File: config.mk
export PLATFORM = sky130hd
export DESIGN_NAME = segment_display_mux
export DESIGN_NICKNAME = d
export VERILOG_FILES = /design/src/rtl/segment_display_pkg.sv /design/src/rtl/seven_segment_decoder.sv /design/src/rtl/segment_display_mux.sv
export SDC_FILE = /design/constraint.sdc
export NUM_CORES = 1
export LEC_CHECK = 0
export CORE_ASPECT_RATIO = 1.75
export CORE_MARGIN = 1.5
export CORE_UTILIZATION = 40
export CTS_CLUSTER_DIAMETER = 40
export DETAILED_ROUTE_END_ITERATION = 10
export HOLD_SLACK_MARGIN = 0.03
export REMOVE_ABC_BUFFERS = 1
export SLEW_MARGIN = 15
export SYNTH_ARGS = -nofsm -noshare
export SYNTH_HDL_FRONTEND = slang
export SYNTH_SLANG_ARGS = --single-unit
export TNS_END_PERCENT = 30
File: constraint.sdc
create_clock -name clk -period 6.21 [get_ports clk]
set_clock_uncertainty 0.2 [all_clocks]
set_input_delay 1.242 -clock clk [delete_from_list [all_inputs] [get_ports clk]]
set_output_delay 1.242 -clock clk [all_outputs]
set_load 0.03 [all_outputs]
File: src/rtl/segment_display_pkg.sv
// Shared types and constants for the two-digit frequency display:
// FSM state encoding, BCD digit width and the seven-segment patterns.
package segment_display_pkg;

  localparam int unsigned BCD_W = 4;

  typedef enum logic [1:0] {
    ST_IDLE    = 2'd0,
    ST_CONVERT = 2'd1,
    ST_COMMIT  = 2'd2
  } state_t;

  // Segment order {g,f,e,d,c,b,a}, active high.
  localparam logic [6:0] SEG_DIGIT [10] = '{
    7'h3F, 7'h06, 7'h5B, 7'h4F, 7'h66,
    7'h6D, 7'h7D, 7'h07, 7'h7F, 7'h6F
  };
  localparam logic [6:0] SEG_DASH  = 7'h40;
  localparam logic [6:0] SEG_BLANK = 7'h00;

endpackage

File: src/rtl/seven_segment_decoder.sv
// BCD digit to seven-segment pattern; blank overrides dash, dash overrides digit.
module seven_segment_decoder
  import segment_display_pkg::*;
(
  input  logic [BCD_W-1:0] value,
  input  logic             blank,
  input  logic             dash,
  output logic [6:0]       segments
);

  always_comb begin
    segments = SEG_BLANK;
    if (blank) begin
      segments = SEG_BLANK;
    end else if (dash) begin
      segments = SEG_DASH;
    end else if (value <= 4'd9) begin
      segments = SEG_DIGIT[value];
    end
  end

endmodule

File: src/rtl/segment_display_mux.sv
// Binary count (0..127) to two multiplexed seven-segment digits via
// repeated-subtraction BCD conversion, with a one-entry latest-wins load buffer.
module segment_display_mux
  import segment_display_pkg::*;
#(
  parameter int unsigned DIV_BITS      = 8,
  parameter bit          BLANK_LEADING = 1'b0
) (
  input  logic       clk,
  input  logic       resetb,
  input  logic       load,
  input  logic [6:0] count,
  output logic [6:0] segments,
  output logic       digit,
  output logic       busy,
  output logic [1:0] dbg_state
);

  state_t             state, state_nxt;
  logic [6:0]         rem, rem_nxt;
  logic [BCD_W-1:0]   tens, tens_nxt;
  logic               ovf_work, ovf_nxt;
  logic               pend_valid, pend_valid_nxt;
  logic [6:0]         pend_count, pend_count_nxt;
  logic [BCD_W-1:0]   disp_tens, disp_tens_nxt;
  logic [BCD_W-1:0]   disp_units, disp_units_nxt;
  logic               disp_ovf, disp_ovf_nxt;
  logic               disp_valid, disp_valid_nxt;
  logic               start;
  logic [6:0]         start_count;
  logic [DIV_BITS-1:0] presc;
  logic [BCD_W-1:0]   sel_value;
  logic               sel_blank;

  always_ff @(posedge clk or negedge resetb) begin
    if (!resetb) begin
      state <= ST_IDLE;
    end else begin
      state <= state_nxt;
    end
  end

  // A fresh load or the held pending value is launched from one shared
  // start path, used by both IDLE and COMMIT; the live load wins.
  always_comb begin
    state_nxt      = state;
    rem_nxt        = rem;
    tens_nxt       = tens;
    ovf_nxt        = ovf_work;
    pend_valid_nxt = pend_valid;
    pend_count_nxt = pend_count;
    disp_tens_nxt  = disp_tens;
    disp_units_nxt = disp_units;
    disp_ovf_nxt   = disp_ovf;
    disp_valid_nxt = disp_valid;
    start          = 1'b0;
    start_count    = count;

    case (state)
      ST_IDLE: begin
        if (load) begin
          start = 1'b1;
        end else if (pend_valid) begin
          start       = 1'b1;
          start_count = pend_count;
        end
      end
      ST_CONVERT: begin
        if (load) begin
          pend_valid_nxt = 1'b1;
          pend_count_nxt = count;
        end
        if (rem >= 7'd10) begin
          rem_nxt  = rem - 7'd10;
          tens_nxt = tens + 4'd1;
        end else begin
          state_nxt = ST_COMMIT;
        end
      end
      ST_COMMIT: begin
        disp_tens_nxt  = tens;
        disp_units_nxt = rem[BCD_W-1:0];
        disp_ovf_nxt   = ovf_work;
        disp_valid_nxt = 1'b1;
        state_nxt      = ST_IDLE;
        if (load) begin
          start = 1'b1;
        end else if (pend_valid) begin
          start       = 1'b1;
          start_count = pend_count;
        end
      end
      default: begin
        if (load) begin
          pend_valid_nxt = 1'b1;
          pend_count_nxt = count;
        end
        state_nxt = ST_IDLE;
      end
    endcase

    if (start) begin
      pend_valid_nxt = 1'b0;
      tens_nxt       = '0;
      if (start_count > 7'd99) begin
        ovf_nxt   = 1'b1;
        state_nxt = ST_COMMIT;
      end else begin
        ovf_nxt   = 1'b0;
        rem_nxt   = start_count;
        state_nxt = ST_CONVERT;
      end
    end
  end

  always_ff @(posedge clk or negedge resetb) begin
    if (!resetb) begin
      rem        <= '0;
      tens       <= '0;
      ovf_work   <= 1'b0;
      pend_valid <= 1'b0;
      pend_count <= '0;
      disp_tens  <= '0;
      disp_units <= '0;
      disp_ovf   <= 1'b0;
      disp_valid <= 1'b0;
    end else begin
      rem        <= rem_nxt;
      tens       <= tens_nxt;
      ovf_work   <= ovf_nxt;
      pend_valid <= pend_valid_nxt;
      pend_count <= pend_count_nxt;
      disp_tens  <= disp_tens_nxt;
      disp_units <= disp_units_nxt;
      disp_ovf   <= disp_ovf_nxt;
      disp_valid <= disp_valid_nxt;
    end
  end

  always_ff @(posedge clk or negedge resetb) begin
    if (!resetb) begin
      presc <= '0;
      digit <= 1'b0;
    end else begin
      presc <= presc + DIV_BITS'(1);
      if (presc == '1) begin
        digit <= ~digit;
      end
    end
  end

  always_comb begin
    sel_value = digit ? disp_tens : disp_units;
    sel_blank = !disp_valid ||
                (BLANK_LEADING && digit && (disp_tens == '0) && !disp_ovf);
  end

  seven_segment_decoder u_decoder (
    .value    (sel_value),
    .blank    (sel_blank),
    .dash     (disp_ovf),
    .segments (segments)
  );

  assign busy      = (state != ST_IDLE) || pend_valid;
  assign dbg_state = state;

endmodule

# [Word level (Yosys, flattened, before mapping)]
# Memory sizes are Yosys's and may differ from the RTL's.
# Index checks and enable logic that the tools add are counted.
[op_classes] add_sub_neg=3 multipliers=0 n_div=0 n_lt_le_gt_ge=4 eq_ne=6 n_shift=0 mux=27 bitwise=3 reduce_logical=11
[op_table] operator="$mux W7" count=12
[op_table] operator="$mux W4" count=4
[op_table] operator="$add A8 B1 Y8 const B" count=1
[op_table] operator="$eq A8 B8 Y1 const B" count=1
[op_table] operator="$reduce_and A2 Y1" count=4
[op_table] operator="$reduce_bool A2 Y1" count=4
[op_table] operator="$ge A7 B4 Y1 const B" count=1
[op_table] operator="$gt A7 B7 Y1 const B" count=1
[op_table] operator="$mux W1" count=7
[op_table] operator="$sub A7 B4 Y7 const B" count=1
[op_table] operator="$mux W2" count=3
[op_table] operator="$ge A5 B5 Y1 const B" count=1
[op_table] operator="$not A4 Y5" count=1
[op_table] operator="$add A4 B1 Y4 const B" count=1
[op_table] operator="$le A4 B4 Y1 const B" count=1
[op_table] operator="$pmux W2 S2" count=1
[op_table] operator="$ne A3 B3 Y1 const B" count=1
[op_table] operator="$eq A2 B1 Y1 const B" count=1
[op_table] operator="$eq A2 B2 Y1 const B" count=1
[op_table] operator="$logic_not A2 Y1" count=1
[op_table] operator="$ne A2 B1 Y1 const B" count=1
[op_table] operator="$ne A2 B2 Y1 const B" count=1
[op_table] operator="$not A1 Y1" count=2
[op_table] operator="$reduce_or A2 Y1" count=1
[op_table] operator="$logic_or A1 B1 Y1" count=1
[word_totals] regBits=41 latch_bits=0 ram_bits=0 mem_bits_ro=112 in_bits=10 output_inout_bits=11 elab_cells=67 n_memories=1
[memory_table] memory="(name not given)" depth=16 width=7 read_ports=1 rd_ports_with_merged_regs=0 wr=0 line="seven_segment_decoder.sv:18" source="segments = SEG_DIGIT[value];"

# [Depth between registers and ports, before layout]
# Gate-level depths: netlist of the first run.
[depth] depth_word=8 mapped_depth=8 depth_no_buf=7

# [Modules after synthesis]
# Synthesis of the first run repeated with hierarchy kept, for this count alone.
[hier_totals] cells_unflattened=195 hier_area_um2=2177.1
[modules_own_cells] mod="segment_display_mux" instances=1 cells_each=163 area_each_um2=1938.1 seq_area_each_um2=1026.0
[modules_own_cells] mod="seven_segment_decoder" instances=1 cells_each=32 area_each_um2=239.0 seq_area_each_um2=0.0

# [Worst setup path before layout of the first run]
# Ideal clock, no wire load.
[synth_path] path_type="reg2out" startpoint="register digit" endpoint="output port segments[4]" arrival_time_ns=2.508 t_required_ns=4.768 slack_ns=2.260 stages_incl_launch_ff=9 n_path_buf=1 path_cell_list="dfrtp_1 > buf_2 > mux2_2 > inv_1 > ha_1 > nor2_1 > o21ai_0 > nand3b_1 > a211oi_1"
[synth_via] elab_chain_len=8 elab_cells_between_ends=9 cone_classes="order compare: 1; mux: 6; bitwise: 1; memory: 1"
[synth_rtl] item="from (decl)" line="segment_display_mux.sv:14" source="output logic digit,"
[synth_rtl] item="from (signal assigned)" line="segment_display_mux.sv:147" source="digit <= ~digit;"
[synth_rtl] item="$mux W4 *" line="segment_display_mux.sv:153" source="sel_value = digit ? disp_tens : disp_units;"
[synth_rtl] item="$not A4 Y5 (implied by the code)" line="seven_segment_decoder.sv:18"
[synth_rtl] item="$mem_v2 Z16 W7"
[synth_rtl] item="$mux W7 (implied by the code) (2 in a row)" line="seven_segment_decoder.sv:18"
[synth_rtl] item="$mux W7 *" line="seven_segment_decoder.sv:17" source="end else if (value <= 4'd9) begin"
[synth_rtl] item="$mux W7 *" line="seven_segment_decoder.sv:15" source="end else if (dash) begin"
[synth_rtl] item="$mux W7 *" line="seven_segment_decoder.sv:13" source="if (blank) begin"
[synth_rtl] item="to (decl)" line="segment_display_mux.sv:13" source="output logic [6:0] segments,"
# Mark *: on every way between the ends. The rest lies on a longest branch, timed or not. The select of a mux whose other input is x is not followed.

# [Worst setup path after layout of the first run]
# Same ends and word-level chain as after synthesis.

==> metrics, run 1 <==
row count 35; RSZ-0062 raised after global routing false; Synth area leaders dfrtp_1 47%, mux2_2 9.3%, mux2i_1 8.8%; clk root buf clkbuf_8; total power 0.001279 W; vias in the first global route 1,523; Mapped Cells 190; largest net degree at the start of global routing 42; Required @ worst endpoint 4.77 ns; slew margin rel. 0.4129; worst slew pin tran 0.8807 ns; Crit. End Element output port; Post-DP HPWL 3001 um; total global-route track usage 0.1500; Post-synth top flop dfrtp_1; Iter 0 DRT Violations 25; clock share of power 0.132; Avg WL per Cell 14.63 um; DRT Pass-1 Iters 4; sw frac 0.4206; first-pass GRT wire length 6789 um; hold slack 0.2658 ns; CTS resizes 0; register area 1026 um^2; Clock Tree Buf Depth 2; Placed Area 2405 um^2; core area 5255 um^2; critical path startpoint category register; Max FO, Critical Path 8; final-report setup violation count 0; placer congestion estimate 0.8211; Max Clk Rate 0.2296 GHz; endpoints failing hold 0; share of layout cells above drive strength 1 0.1596; worst setup path category register to output port; Seq cells post-synth 41; VDD IR max 0.2364 mV; vias per cell 5.537; Final Instance Area 2491 um^2; Die Y 100.5 um; P_int 0.0007412 W; pre-CTS setup slack 2.160 ns; grt ovf 0; Post-route DRC 0; most frequent cell after synthesis dfrtp_1; Synth Area per Inst 11.44 um^2; Layout Nets 231; Max-cap violations 0; Starting Density 0.4136; hold-fix buffers at CTS 0; Leak 1.084 nW; Mapped Area 2173 um^2; setup bufs post-CTS 0; IO buf count 20; combinational power share 0.521; CTS clk-pin slew, worst paths 0.08 ns; die area 5902 um^2; period utilization 0.7014; TritonCTS Buffers 5; Yosys warning total 0; Clock Latency Late Sink 0.29 ns; Switch Pwr 0.0005381 W; Reg power frac 0.347; P per Cell Area 513.5 nW/um^2; Final TNS setup 0 ns; initial antenna violation count 0; Fill cells 528; Post-synth top cells 41 x dfrtp_1, 19 x mux2i_1, 18 x mux2_2; Worst Setup Slack, final 1.854 ns; fraction of registers with async set/reset 1.000; footprint of the multi-input gates 1081 um^2; H-tree Lvls 2; post-synthesis sequential area ratio 0.4721; clk sink count 41; Final Max Tran Viols 0; die width 58.72 um; number of flops mapped to enable cells by yosys 0; top-area cell type share of the netlist area 0.4721; WL final 3921 um; # diodes 0; count of different cell masters after synthesis 41; HP Class register to register; fin crit period 4.356 ns; Post-DRT Antenna Nets 0; largest area contributor in the netlist dfrtp_1; Area Overhead vs Synth 14.62%; TritonCTS clock tree yes; outcome finished clean; IO Pins 21; CP arrival 2.91 ns; via count 1,484
## power by group through the flow
stage | combinational, W | clock (W) | sequential (W)
final | 0.000667 | 0.000168 | 0.000444
after detailed placement | 0.000672 | 0 | 0.000451
after global routing | 0.000730 | 0.000183 | 0.000461
after CTS | 0.000674 | 0.000175 | 0.000445
after global placement | 0.000663 | 0 | 0.000449
after floorplan | 0.000474 | 0 | 0.000436
## layout by cell type, fill, tap and decap left out, drive strengths merged, types with 3 or more instances in the layout
cell           count
inv                7
nor2b              3
nand3              5
o21ai              9
nand2             12
nand4              4
dfrtp             41
ha                 9
a31oi              4
mux2i             20
xnor2              6
a211oi             3
clkbuf             5
mux2              19
a21oi              8
clkdlybuf4s50     19
nor2               9
nand2b             4
## layer usage
| layer | track usage | share of wire | wire, um | vias to the layer above |
|---|---|---|---|---|
| met5 | 0 | 0 | 0 | - |
| met4 | 0.09441 | 0.045 | 178 | 0 |
| met3 | 0.02311 | 0.020 | 78 | 11 |
| met2 | 0.2744 | 0.55 | 2154 | 26 |
| met1 | 0.1506 | 0.39 | 1510 | 720 |
| li1 | - | - | - | 727 |
## cell families after synthesis
| kind of cell | count (synthesis) | share of synthesized area |
|---|---|---|
| AND/OR/NAND/NOR | 48 | 0.1272 |
| flip-flops | 41 | 0.4721 |
| multiplexers | 39 | 0.1940 |
| AO/OA/AOI/OAI | 33 | 0.09614 |
| buffers and inverters | 13 | 0.03051 |
| adder cells (fa/ha/maj) | 9 | 0.05181 |
| XOR/XNOR | 7 | 0.02821 |
## critical path, cell delays in order (launching register included)
cell	delay (ns)
dfrtp_1	0.54
mux2_2	0.42
inv_1	0.14
ha_1	0.19
nor2_1	0.06
o21ai_0	0.16
nand3b_1	0.20
a211oi_1	0.21
clkdlybuf4s50_1	0.70
## final timing paths
| check | startpoint | to | slack, ns | cells after the start |
|---|---|---|---|---|
| max in group asynchronous | resetb | disp_tens[2]$_DFFE_PN0N_ | 4.39 | 1 |
| worst max-delay path | digit$_DFFE_PN0N_ | segments[4] | 1.85 | 8 |
| min in group asynchronous | resetb | pend_valid$_DFFE_PN0P_ | 0.86 | 1 |
| worst min register to register | tens[3]$_DFFE_PN0P_ | tens[3]$_DFFE_PN0P_ | 0.27 | 1 |
| worst max register to register | dbg_state[0]$_DFFE_PN0P_ | rem[0]$_DFFE_PN0P_ | 4.15 | 5 |
| worst min-delay path | tens[3]$_DFFE_PN0P_ | tens[3]$_DFFE_PN0P_ | 0.27 | 1 |
## final cells by class
type / count / area share
clock buffer: 5 / 0.02762
clock inverter: 3 / 0.007032
inverter: 7 / 0.01055
multi-input combinational: 136 / 0.4340
sequential: 41 / 0.4119
tap: 55 / 0.02762
timing repair buffer: 21 / 0.08137
## state kept, by name, indices dropped and copies added (netlist names), 2 cells and up
register	flops
dbg_state	2
disp_tens	4
disp_units	4
pend_count	7
presc	8
rem	7
tens	4
## per-stage QoR
stage / instances / util
2_1_floorplan: 184 / -
3_3_place_gp: 260 / 0.4576
3_5_place_dp: 260 / 0.4576
4_1_cts: 268 / 0.4740
5_1_grt: 268 / 0.4740
6_report: 268 / 0.4740
No activity file was read; power rests on OpenSTA's default activity.
==> run 2: changes to the inputs <==
clock period = 4 ns   (was 6.21 ns; I/O delays follow)
==> run 2 against run 1 <==
Die area unchanged. Clock power increased by 100%. Sequential cell count unchanged. Core utilization increased by 0.60 points. Worst setup slack got worse by 1.6 ns. First-iteration DRC count increased by 12%. Final cell count unchanged. Clock-buffer cell count increased by 2. Combinational power increased by 54%. Register-to-register slack got worse by 2.2 ns. Critical endpoint unchanged. Highest routed layer unchanged.
==> metrics, run 2 (synthesis gave the netlist of run 1 again) <==
Largest register FFs 8; outcome finished clean; Die Y 100.5 um; vias in the first global route 1,487; Crit. End Element output port; fin crit period 3.784 ns; sw frac 0.4012; die area 5902 um^2; Placed Area 2405 um^2; DRT Pass-1 Iters 4; critical path startpoint category register; Avg WL per Cell 14.74 um; final-report setup violation count 0; WL final 3949 um; CP max stage cell clkdlybuf4s50_1; Switch Pwr 0.0008273 W; clk sink count 41; CTS resizes 0; P_int 0.001235 W; Clock Latency Late Sink 0.29 ns; P per Cell Area 817.5 nW/um^2; CTS clk-pin slew, worst paths 0.07 ns; Post-DP HPWL 3031 um; Reg power frac 0.334; Final TNS setup 0 ns; via count 1,462; most frequent cells in the layout 40 x dfrtp_1, 19 x mux2i_1, 19 x clkdlybuf4s50_1; total global-route track usage 0.1481; IO Pins 21; Iter 0 DRT Violations 28; Max FO, Critical Path 8; Final Max Tran Viols 0; row count 35; pre-CTS setup slack 0.4276 ns; Top reg by flops presc; Post-route DRC 0; vias per cell 5.455; endpoints failing hold 0; RSZ-0062 raised after global routing false; VDD IR max 0.4063 mV; Util after Layout 0.4800; Clock Tree Buf Depth 2; # diodes 0; first-pass GRT wire length 6686 um; Required @ worst endpoint 3.00 ns; CP arrival 2.78 ns; CP cell instances mux2_2 -> inv_1 -> ha_1 -> nor2_1 -> o21ai_0 -> nand3b_1 -> a211oi_1 -> clkdlybuf4s50_1; Layout Nets 231; Final Instance Area 2522 um^2; Worst Setup Slack, final 0.2157 ns; slew margin rel. 0.4005; placer congestion estimate 0.8075; largest net degree at the start of global routing 42; TritonCTS Buffers 5; combinational power share 0.502; grt ovf 0; HP Class register to register; clk root buf clkbuf_8; initial antenna violation count 0; Max-cap violations 0; Area Overhead vs Synth 16.06%; TritonCTS clock tree yes; setup bufs post-CTS 0; most common cell after layout, fill and taps aside dfrtp_1; biggest regs presc x8, pend_count x7, rem x7; core area 5255 um^2; H-tree Lvls 2; Max Clk Rate 0.2643 GHz; die width 58.72 um; Crit path largest cell delay 0.70 ns; period utilization 0.9461; Post-DRT Antenna Nets 0; Starting Density 0.4136; IO buf count 20; worst setup path category register to output port; clock share of power 0.165; Leak 1.097 nW; share of layout cells above drive strength 1 0.1596; worst slew pin tran 0.8992 ns; hold-fix buffers at CTS 0
==> run 2: through the flow <==
stage | hold slack [ns] | total power, W | cells
6_report | 0.2700 | 0.002062 | 268
5_1_grt | 0.2916 | 0.002212 | 268
4_1_cts | 0.2732 | 0.002089 | 268
3_5_place_dp | 0.2632 | 0.001745 | 260
3_3_place_gp | 0.2545 | 0.001728 | 260
2_1_floorplan | 0.2375 | 0.001413 | 184
==> run 2: path summary, 6_finish.rpt <==
| kind | to | start | cells past startpoint | slack, ns |
|---|---|---|---|---|
| setup / recovery | segments[4] | digit$_DFFE_PN0N_ | 8 | 0.22 |
| hold / removal | tens[3]$_DFFE_PN0P_ | tens[3]$_DFFE_PN0P_ | 1 | 0.27 |
| setup reg to reg | rem[0]$_DFFE_PN0P_ | dbg_state[0]$_DFFE_PN0P_ | 5 | 1.94 |
| hold reg to reg | tens[3]$_DFFE_PN0P_ | tens[3]$_DFFE_PN0P_ | 1 | 0.27 |
| max in group asynchronous | digit$_DFFE_PN0N_ | resetb | 1 | 2.55 |
| min in group asynchronous | dbg_state[0]$_DFFE_PN0P_ | resetb | 1 | 0.43 |
==> run 2: layout make-up <==
type,instances,area [um^2]
Fill cell,505,2733
Multi-Input combinational cell,136,1081
Sequential cell,41,1027
Timing Repair Buffer,21,202.7
Clock buffer,7,86.33
Tap cell,55,68.82
Clock inverter,1,30.03
Inverter,7,26.28
==> run 2: worst max-delay path, delay by kind of cell, from the launching register on <==
kind,cells,cell delay [ns]
AO/OA/AOI/OAI,2,0.36
AND/OR/NAND/NOR,2,0.26
multiplexers,1,0.40
adder cells (fa/ha/maj),1,0.18
buffers and inverters,2,0.83
flip-flops,1,0.47
==> run 2: routing by layer <==
metal,track usage,routed length (um),vias up
met1,0.1573,1531,697
li1,-,-,723
met3,0.02311,117,10
met5,0,0,-
met4,0.08566,150,0
met2,0.2658,2149,32
==> run 2: power groups by stage <==
stage	Sequential (W)	Combinational, W	Clock (W)
2_1_floorplan	0.000677	0.000736	0
3_3_place_gp	0.000697	0.00103	0
3_5_place_dp	0.000700	0.00104	0
4_1_cts	0.000691	0.00105	0.000350
5_1_grt	0.000712	0.00114	0.000364
6_report	0.000688	0.00103	0.000339
==> run 3: changes to the inputs <==
CORE_UTILIZATION = 50   (was 40)
PLACE_DENSITY = 0.74   (was default)
==> run 3 against run 2 <==
Highest routed layer unchanged. Critical path depth stayed put. Largest power group unchanged. Non-clock buffer count stayed put. Worst setup slack worse by 0.024 ns. Die area is 19% lower. Routed wire length is 8.0% higher. Via count is 5.4% higher. Hold slack better by 0.013 ns.
==> metrics, run 3 (synthesis gave the netlist of run 1 again) <==
total global-route track usage 0.1977; fin crit period 3.808 ns; Starting Density 0.5237; largest net degree at the start of global routing 42; Max-cap violations 0; die area 4767 um^2; VDD IR max 0.5670 mV; via count 1,541; DRT Pass-1 Iters 4; Top delay family on crit path buffers and inverters; Post-DRT Antenna Nets 0; Post-DP HPWL 3318 um; biggest regs presc x8, pend_count x7, rem x7; Final Max Tran Viols 0; clk sink count 41; Die Y 90.22 um; Clock Latency Late Sink 0.28 ns; Largest register FFs 8; Crit path largest cell delay 0.70 ns; startpoint of the worst hold path presc[7]$_DFF_PN0_; Post-route DRC 0; Layout Nets 231; hold-fix buffers at CTS 0; Max Clk Rate 0.2626 GHz; outcome finished clean; WL final 4265 um; Fill cells 330; Final TNS setup 0 ns; IO Pins 21; Max FO, Critical Path 8; die width 52.84 um; period utilization 0.9520; grt ovf 0; most common cell after layout, fill and taps aside dfrtp_1; Hold Path Sink presc[7]$_DFF_PN0_; most frequent cells in the layout 40 x dfrtp_1, 19 x mux2i_1, 18 x mux2_2; R2R Path End rem[0]$_DFFE_PN0P_; reg2reg start dbg_state[0]$_DFFE_PN0P_; setup bufs post-CTS 0; P per Cell Area 824.1 nW/um^2; worst setup path category register to output port; vias in the first global route 1,646; CP arrival 2.81 ns; worst slew pin tran 0.8705 ns; placer congestion estimate 0.8125; R2R Setup Slk 1.97 ns; TritonCTS clock tree yes; slew margin rel. 0.4197; share of layout cells above drive strength 1 0.1604; Iter 0 DRT Violations 30; HP Class register to register; clk root buf clkbuf_8; IO buf count 20; initial antenna violation count 0; Final Non-Filler Cells 261; Required @ worst endpoint 3.00 ns; H-tree Lvls 2; Leak 1.132 nW; Avg WL per Cell 16.34 um; Area Overhead vs Synth 15.49%; footprint of the multi-input gates 1081 um^2; core area 4150 um^2; RSZ-0062 raised after global routing false; endpoints failing hold 0; R2R cell count 5; CTS resizes 0; Clock Tree Buf Depth 2; TritonCTS Buffers 5; hold depth 1; vias per cell 5.904; CP cell instances mux2_2 -> inv_1 -> ha_1 -> nor2_1 -> o21ai_0 -> nand3b_1 -> a21oi_1 -> clkdlybuf4s50_1; critical path startpoint category register; Worst Path Buf+Inv 2; CP max stage cell clkdlybuf4s50_1; # diodes 0; first-pass GRT wire length 7141 um; final-report setup violation count 0; Top reg by flops presc; CTS clk-pin slew, worst paths 0.07 ns; Crit. End Element output port; row count 31; register area 1027 um^2; Cells after DPL 254
-- run 3: cell types whose count changed in the layout (fill, tap and decap cells not counted), sizes merged --
cell           previous run  this run
clkbuf                    7         5
clkdlybuf4s50            19        16
clkinv                    0         1
dlymetal6s2s              0         3
-- run 3: worst max path at each step --
| stage | from | to | cells past startpoint |
|---|---|---|---|
| after floorplan | digit$_DFFE_PN0N_ | segments[4] | 7 |
| after global placement | digit$_DFFE_PN0N_ | segments[4] | 8 |
| after detailed placement | digit$_DFFE_PN0N_ | segments[4] | 8 |
| after CTS | digit$_DFFE_PN0N_ | segments[4] | 8 |
| after global routing | digit$_DFFE_PN0N_ | segments[5] | 8 |
| final | digit$_DFFE_PN0N_ | segments[5] | 8 |
-- run 3: metrics by stage --
| step | instance area, um^2 | utilization | power [W] | setup WS, ns | hold slack [ns] |
|---|---|---|---|---|---|
| 2_1_floorplan | 2133 | - | 0.001413 | 0.5392 | 0.2375 |
| 3_3_place_gp | 2397 | 0.5776 | 0.001692 | 0.5606 | 0.2514 |
| 3_5_place_dp | 2397 | 0.5776 | 0.001764 | 0.3652 | 0.2751 |
| 4_1_cts | 2501 | 0.6027 | 0.002078 | 0.05246 | 0.2864 |
| 5_1_grt | 2510 | 0.6048 | 0.002196 | 0.07145 | 0.2941 |
| 6_report | 2510 | 0.6048 | 0.002068 | 0.1920 | 0.2829 |
-- run 3: report_power, final --
part           internal (W)  total, W  switching, W
clock              0.000181  0.000312      0.000131
sequential         0.000564  0.000693      0.000130
combinational      0.000466   0.00106      0.000597
total               0.00121   0.00207      0.000857
-- run 3: cell type report --
cell class	instances	area share
repair buffers	21	0.08375
well taps	49	0.02443
clock buffers	5	0.02742
clock inverters	2	0.01396
multi-input cells	136	0.4307
inverters	7	0.01047
flip-flops and latches	41	0.4093
-- run 3: layer usage --
metal | wire length [um] | vias to the layer above | GRT usage
li1 | - | 724 | -
met1 | 1491 | 778 | 0.1984
met2 | 2627 | 35 | 0.3792
met3 | 101 | 4 | 0.02990
met4 | 44 | 0 | 0.07265
met5 | 0 | - | 0
